`config.mk`:
```
export PLATFORM = sky130hd
export DESIGN_NAME = regfile_mp
export DESIGN_NICKNAME = d
export VERILOG_FILES = /design/src/rtl/regfile_pkg.sv /design/src/rtl/regfile_wr_sel.sv /design/src/rtl/regfile_mp.sv
export SDC_FILE = /design/constraint.sdc
export NUM_CORES = 2
export LEC_CHECK = 0
export BUFFER_PORTS_ARGS = -buffer_cell sky130_fd_sc_hd__buf_2
export CORE_ASPECT_RATIO = 0.7
export CORE_MARGIN = 2
export CORE_UTILIZATION = 35
export DETAILED_ROUTE_END_ITERATION = 10
export GPL_TIMING_DRIVEN = 0
export PLACE_DENSITY = 0.61
export SLEW_MARGIN = 20
export SYNTH_ARGS = -nofsm -noshare
export SYNTH_HDL_FRONTEND = slang
export SYNTH_HIERARCHICAL = 1
export SYNTH_SLANG_ARGS = --single-unit
```
`constraint.sdc`:
```
create_clock -name clk -period 7 [get_ports clk]
set_clock_uncertainty 0.15 [all_clocks]
set_input_delay 1.75 -clock clk [delete_from_list [all_inputs] [get_ports clk]]
set_output_delay 1.75 -clock clk [all_outputs]
set_load 0.01 [all_outputs]
```
`src/rtl/regfile_pkg.sv`:
```
// Shared types and constants for the multi-port integer register file.
package regfile_pkg;

  typedef enum logic [1:0] {RF_IDLE, RF_CLEAR, RF_DONE} rf_clr_state_e;

  localparam int RF_ZERO_REG = 0;

endpackage

```
`src/rtl/regfile_wr_sel.sv`:
```
// Priority select of one address over all write ports; the highest-index hit wins.
// Used both for per-register write decode and for the optional read bypass.
module regfile_wr_sel #(
  parameter int DATA_W = 32,
  parameter int ADDR_W = 5,
  parameter int NUM_WR = 2
) (
  input  logic [ADDR_W-1:0]        match_addr,
  input  logic [NUM_WR-1:0]        wr_en,
  input  logic [NUM_WR*ADDR_W-1:0] wr_addr,
  input  logic [NUM_WR*DATA_W-1:0] wr_data,
  output logic                     we,
  output logic [DATA_W-1:0]        data
);

  // NOTE: defaults first so every path assigns both outputs and no latch is inferred.
  always_comb begin
    we   = 1'b0;
    data = '0;
    for (int k = 0; k < NUM_WR; k++) begin
      if (wr_en[k] && (wr_addr[k*ADDR_W +: ADDR_W] == match_addr)) begin
        we   = 1'b1;
        data = wr_data[k*DATA_W +: DATA_W];
      end
    end
  end

endmodule

```
`src/rtl/regfile_mp.sv`:
```
// Multi-port register file with pending scoreboard and sequenced bulk clear.
// Define REGFILE_BYPASS_EN to forward same-cycle write data to the read ports.
module regfile_mp
  import regfile_pkg::*;
#(
  parameter int DATA_W   = 32,
  parameter int NUM_REGS = 32,
  parameter int NUM_RD   = 2,
  parameter int NUM_WR   = 2,
  parameter int ADDR_W   = $clog2(NUM_REGS)  // derived; do not override
) (
  input  logic                     clk,
  input  logic                     rst,
  input  logic [NUM_RD*ADDR_W-1:0] rd_addr_i,
  output logic [NUM_RD*DATA_W-1:0] rd_data_o,
  output logic [NUM_RD-1:0]        rd_pend_o,
  input  logic [NUM_WR-1:0]        wr_en_i,
  input  logic [NUM_WR*ADDR_W-1:0] wr_addr_i,
  input  logic [NUM_WR*DATA_W-1:0] wr_data_i,
  input  logic                     alloc_en_i,
  input  logic [ADDR_W-1:0]        alloc_addr_i,
  input  logic                     clr_req_i,
  output logic                     clr_busy_o,
  output logic                     clr_done_o
);

  localparam logic [ADDR_W-1:0] LAST_REG = ADDR_W'(NUM_REGS - 1);

  rf_clr_state_e     state_q, state_d;
  logic [ADDR_W-1:0] cnt_q, cnt_d;
  logic              idle;
  logic [NUM_WR-1:0] wr_en_g;
  logic              alloc_g;

  assign idle       = (state_q == RF_IDLE);
  assign wr_en_g    = wr_en_i & {NUM_WR{idle}};
  assign alloc_g    = alloc_en_i & idle;
  assign clr_busy_o = !idle;
  assign clr_done_o = (state_q == RF_DONE);

  always_comb begin
    state_d = state_q;
    cnt_d   = cnt_q;
    unique case (state_q)
      RF_IDLE: begin
        if (clr_req_i) begin
          state_d = RF_CLEAR;
          cnt_d   = ADDR_W'(1);
        end
      end
      RF_CLEAR: begin
        if (cnt_q == LAST_REG) state_d = RF_DONE;
        else                   cnt_d   = cnt_q + ADDR_W'(1);
      end
      RF_DONE: state_d = RF_IDLE;
      default: state_d = RF_IDLE;
    endcase
  end

  // NOTE: sequential state uses non-blocking assignments so all flops sample pre-edge values.
  always_ff @(posedge clk) begin
    if (rst) begin
      state_q <= RF_IDLE;
      cnt_q   <= '0;
    end else begin
      state_q <= state_d;
      cnt_q   <= cnt_d;
    end
  end

  // Write decode for registers 1..NUM_REGS-1; the zero register never sees a write.
  logic [NUM_REGS-1:0]             reg_we;
  logic [NUM_REGS-1:0][DATA_W-1:0] reg_wdata;

  assign reg_we[RF_ZERO_REG]    = 1'b0;
  assign reg_wdata[RF_ZERO_REG] = '0;

  for (genvar i = RF_ZERO_REG + 1; i < NUM_REGS; i++) begin : g_wsel
    regfile_wr_sel #(
      .DATA_W (DATA_W),
      .ADDR_W (ADDR_W),
      .NUM_WR (NUM_WR)
    ) u_wr_sel (
      .match_addr (ADDR_W'(i)),
      .wr_en      (wr_en_g),
      .wr_addr    (wr_addr_i),
      .wr_data    (wr_data_i),
      .we         (reg_we[i]),
      .data       (reg_wdata[i])
    );
  end

  logic [DATA_W-1:0]   regs [NUM_REGS];
  logic [NUM_REGS-1:0] pend;

  // NOTE: the file is flop-based and must read as zero after reset, so every entry is reset.
  always_ff @(posedge clk) begin
    if (rst) begin
      for (int i = 0; i < NUM_REGS; i++) regs[i] <= '0;
      pend <= '0;
    end else begin
      for (int i = 1; i < NUM_REGS; i++) begin
        if ((state_q == RF_CLEAR) && (cnt_q == ADDR_W'(i))) begin
          regs[i] <= '0;
          pend[i] <= 1'b0;
        end else begin
          if (reg_we[i]) regs[i] <= reg_wdata[i];
          // A new producer outranks the write retiring in the same cycle.
          if (alloc_g && (alloc_addr_i == ADDR_W'(i))) pend[i] <= 1'b1;
          else if (reg_we[i])                          pend[i] <= 1'b0;
        end
      end
    end
  end

  for (genvar p = 0; p < NUM_RD; p++) begin : g_rd
    logic [ADDR_W-1:0] ra;
    logic              rd_ok;
    logic [DATA_W-1:0] st_data;
    logic              st_pend;

    assign ra      = rd_addr_i[p*ADDR_W +: ADDR_W];
    assign rd_ok   = (int'(ra) < NUM_REGS) && (ra != ADDR_W'(RF_ZERO_REG));
    assign st_data = rd_ok ? regs[ra] : '0;
    assign st_pend = rd_ok ? pend[ra] : 1'b0;

`ifdef REGFILE_BYPASS_EN
    logic              byp_hit;
    logic [DATA_W-1:0] byp_data;

    regfile_wr_sel #(
      .DATA_W (DATA_W),
      .ADDR_W (ADDR_W),
      .NUM_WR (NUM_WR)
    ) u_byp_sel (
      .match_addr (ra),
      .wr_en      (wr_en_g),
      .wr_addr    (wr_addr_i),
      .wr_data    (wr_data_i),
      .we         (byp_hit),
      .data       (byp_data)
    );

    assign rd_data_o[p*DATA_W +: DATA_W] = (rd_ok && byp_hit) ? byp_data : st_data;
    assign rd_pend_o[p] = (rd_ok && byp_hit) ? (alloc_g && (alloc_addr_i == ra)) : st_pend;
`else
    assign rd_data_o[p*DATA_W +: DATA_W] = st_data;
    assign rd_pend_o[p]                  = st_pend;
`endif
  end

endmodule

```
==> out/results.ini <==
[pwr]
intPower_mw=11.6
comb_power_share_pct=20.9
power_mw=17.3
clockPowerShare_pct=37.4
powerDensity_nw_per_um2=183
seqPwrFrac_pct=41.7
ir_worst_vdd_mv=0.233
leakage_nw=42.6
p_sw_mw=5.70
sw_frac_of_total_pct=33.0

[timing]
setup_slack_ns=-0.247
timing.fmax_mhz=138
tightest_slew_ns=1.34
finalMaxSlewViolations=0
setup_violations=23
fin_crit_ns=7.25
hold_violations=0
fin_crit_sh_pct=104
slew-limit-headroom_pct=10.2
whs_ns=0.460
rsz0062_at_grt=no

[worst_setup_path]
critical_path.max_fanout=10
criticalPathCategory=input port to output pin
crit_arrival_ns=5.35
rr_worst_depth=10
crit_path_end_kind=output pin
cp-start-kind=input port
cp.required_ns=5.10

[clock_network]
clock-sinks=1030
post_cts_buffers=0
cts_root_buf=clkbuf_16
cts_tree=built
path_clk_slew_ns=0.06
cts_made_buffers=113
clk_path_buf_depth=3
ctsHoldBuffers=0
cts.htree.levels=3
clk_latency_ns=0.77

[yosys]
ys.flop_type=edfxtp_1
synth_warnings=6
async_reset_ff_share_pct=0
ys_seq_area_share_pct=36.7
synthAdderAreaFrac_pct=0.0903
synth_edf_count=992
muxShareOfSynthArea_pct=31.6
postSynthAreaPerCell_sq_um=12.2
synth_top_family_by_area=multiplexers
yosys.area_share.simple_pct=19.0
ys_types=53
ys_ff_latch=1030
synth_compound_area_share_pct=3.65
synth_xor_area_share_pct=3.29
synth_area_sq_um=83200
synthCells=6829

[routing]
firstDrtPassIters=6
routedWlPerCell_um=39.5
via_per_inst=6.51
route.met3.wl_um=81200
routed_wl_um=425000
wl_met2_um=150000
dr.max_layer_used=met5
drt_first_iter_violations=13400
drt-met1-wl_um=177000
antenna_violating_nets_post_route=0
drc=0
vias=70000

[placement]
port_buffers=152
gp_congestion=1.05
place_hpwl_um=327000

[job]
drv_cap=0

[global_route]
antenna_found_initial=36
grt_max_degree=33
grt_usage_pct=33.9
grt_overflow=0
grt_pass1_wl_um=557000
first_global_vias=62100

[die]
row_count=149
num_io_pins=163
die-area_sq_um=242000
die_y_um=412
core_sq_um=236000
die_w_um=587
initial_core_util_pct=35.3

[layout]
nets=7557
areaGrowthSynthToFinish_pct=13.9
drive_gt1_share_pct=30.5

[min_path]
hold_path_class=flip-flop to flip-flop
min_path_cells=2

[outcome]
status=finished with violations
violations=negative setup slack

-- sequential cells by signal, summed over array words and instances (netlist names) --
signal	flops
state_q	2
cnt_q	5
pend	31
regs	992
-- cells by family after synthesis --
group / Yosys count
AND/OR/NAND/NOR: 2623
multiplexers: 1660
flip-flops: 1030
buffers and inverters: 741
AO/OA/AOI/OAI: 455
XOR/XNOR: 312
adder cells (fa/ha/maj): 6
other: 2
-- power by group through the flow --
stage / logic [mW] / clock network [mW] / registers, mW
2_1_floorplan: 1.64 / 0 / 7.22
3_3_place_gp: 3.22 / 0 / 7.33
3_5_place_dp: 3.35 / 0 / 7.32
4_1_cts: 3.39 / 6.43 / 7.19
5_1_grt: 3.62 / 6.64 / 7.21
6_report: 3.61 / 6.48 / 7.20
-- Yosys cell counts, types with 43 or more instances --
cell      count  area (sq um)
mux2_4      899         13500
mux4_2      394          8870
nor2b_1     121           757
edfxtp_1    992         29800
mux2i_1     173          1730
mux2_2      194          2180
buf_12       93          1860
a21oi_1     169           846
buf_2        75           375
nor2_1       95           357
o21ai_0      43           215
and3_1     2017         12600
xnor2_1     124          1090
nor3_1       45           225
xor2_1      188          1650
nand2_1     180           676
a221oi_1     61           534
clkbuf_1    484          1820
-- metal layers --
| metal | vias to the layer above | GRT usage (%) |
|---|---|---|
| met5 | - | 0.781 |
| met4 | 24 | 11.4 |
| met3 | 660 | 19.4 |
| met2 | 5956 | 40.5 |
| met1 | 35900 | 48.9 |
| li1 | 27500 | - |
-- worst paths after layout --
check	slack, ns	endpoint	start
worst max register to register	2.50	regs[22][3]$_SDFFCE_PP0P_	state_q[1]$_SDFFE_PP0P_
worst max-delay path	-0.25	rd_data_o[38]	rd_addr_i[6]
worst min register to register	0.46	cnt_q[4]$_SDFFE_PP0P_	cnt_q[4]$_SDFFE_PP0P_
worst min-delay path	0.46	cnt_q[4]$_SDFFE_PP0P_	cnt_q[4]$_SDFFE_PP0P_
-- placed cells by master, fill, tap and decap left out, drive strengths merged, types with 16 or more instances in the layout --
cell type  count
a21o          32
nand3         39
a21oi        169
a22o          16
nor2b        121
o22ai         21
conb         310
inv           18
mux2i        173
and3        2017
nor3          45
o211ai        33
and4          31
buf          441
a221oi        61
edfxtp       992
mux2        1093
mux4         394
nor4          33
nand2        180
clkinv        54
xnor2        124
o21ai         43
xor2         188
nand2b        40
dfxtp         38
nor2          95
diode         26
clkbuf       628
-- through the flow --
step	instance area, sq um	instances	setup slack (ns)	util [%]	TNS (ns)
finish	94700	10800	-0.247	40.2	-1.40
global route	94600	10700	0.0000768	40.1	0
CTS	94400	10700	-0.178	40.0	-0.778
detailed placement	90300	10500	-1.08	38.3	-41.83
global placement	89100	10500	-2.26	37.8	-100.97
floorplan	84300	7137	1.58	-	0
-- worst max-delay path, stage by stage --
cell	delay, ns
buf_2	0.17
or2_2	0.30
clkbuf_1	0.30
o21ai_1	0.85
clkbuf_2	0.70
nor3_1	0.23
a211oi_1	0.32
o21ai_0	0.39
buf_2	0.30
-- repair_timing --
item,CTS,global route
pin swaps,1,1
gates resized for setup,107,38
endpoints found under the setup margin,66,36
-- area by class of cell --
cell class              count  area, sq um
plain buffers             727         4850
inverters                  14         52.6
flip-flops and latches   1030        30500
clock buffers             138         3010
multi-input cells        5366        49600
fillers                 22500       141000
clock inverters            76          746
well taps                3171         3970
diodes                     26         65.1
repair buffers            204         1840
(Power assumes the default switching activity.)
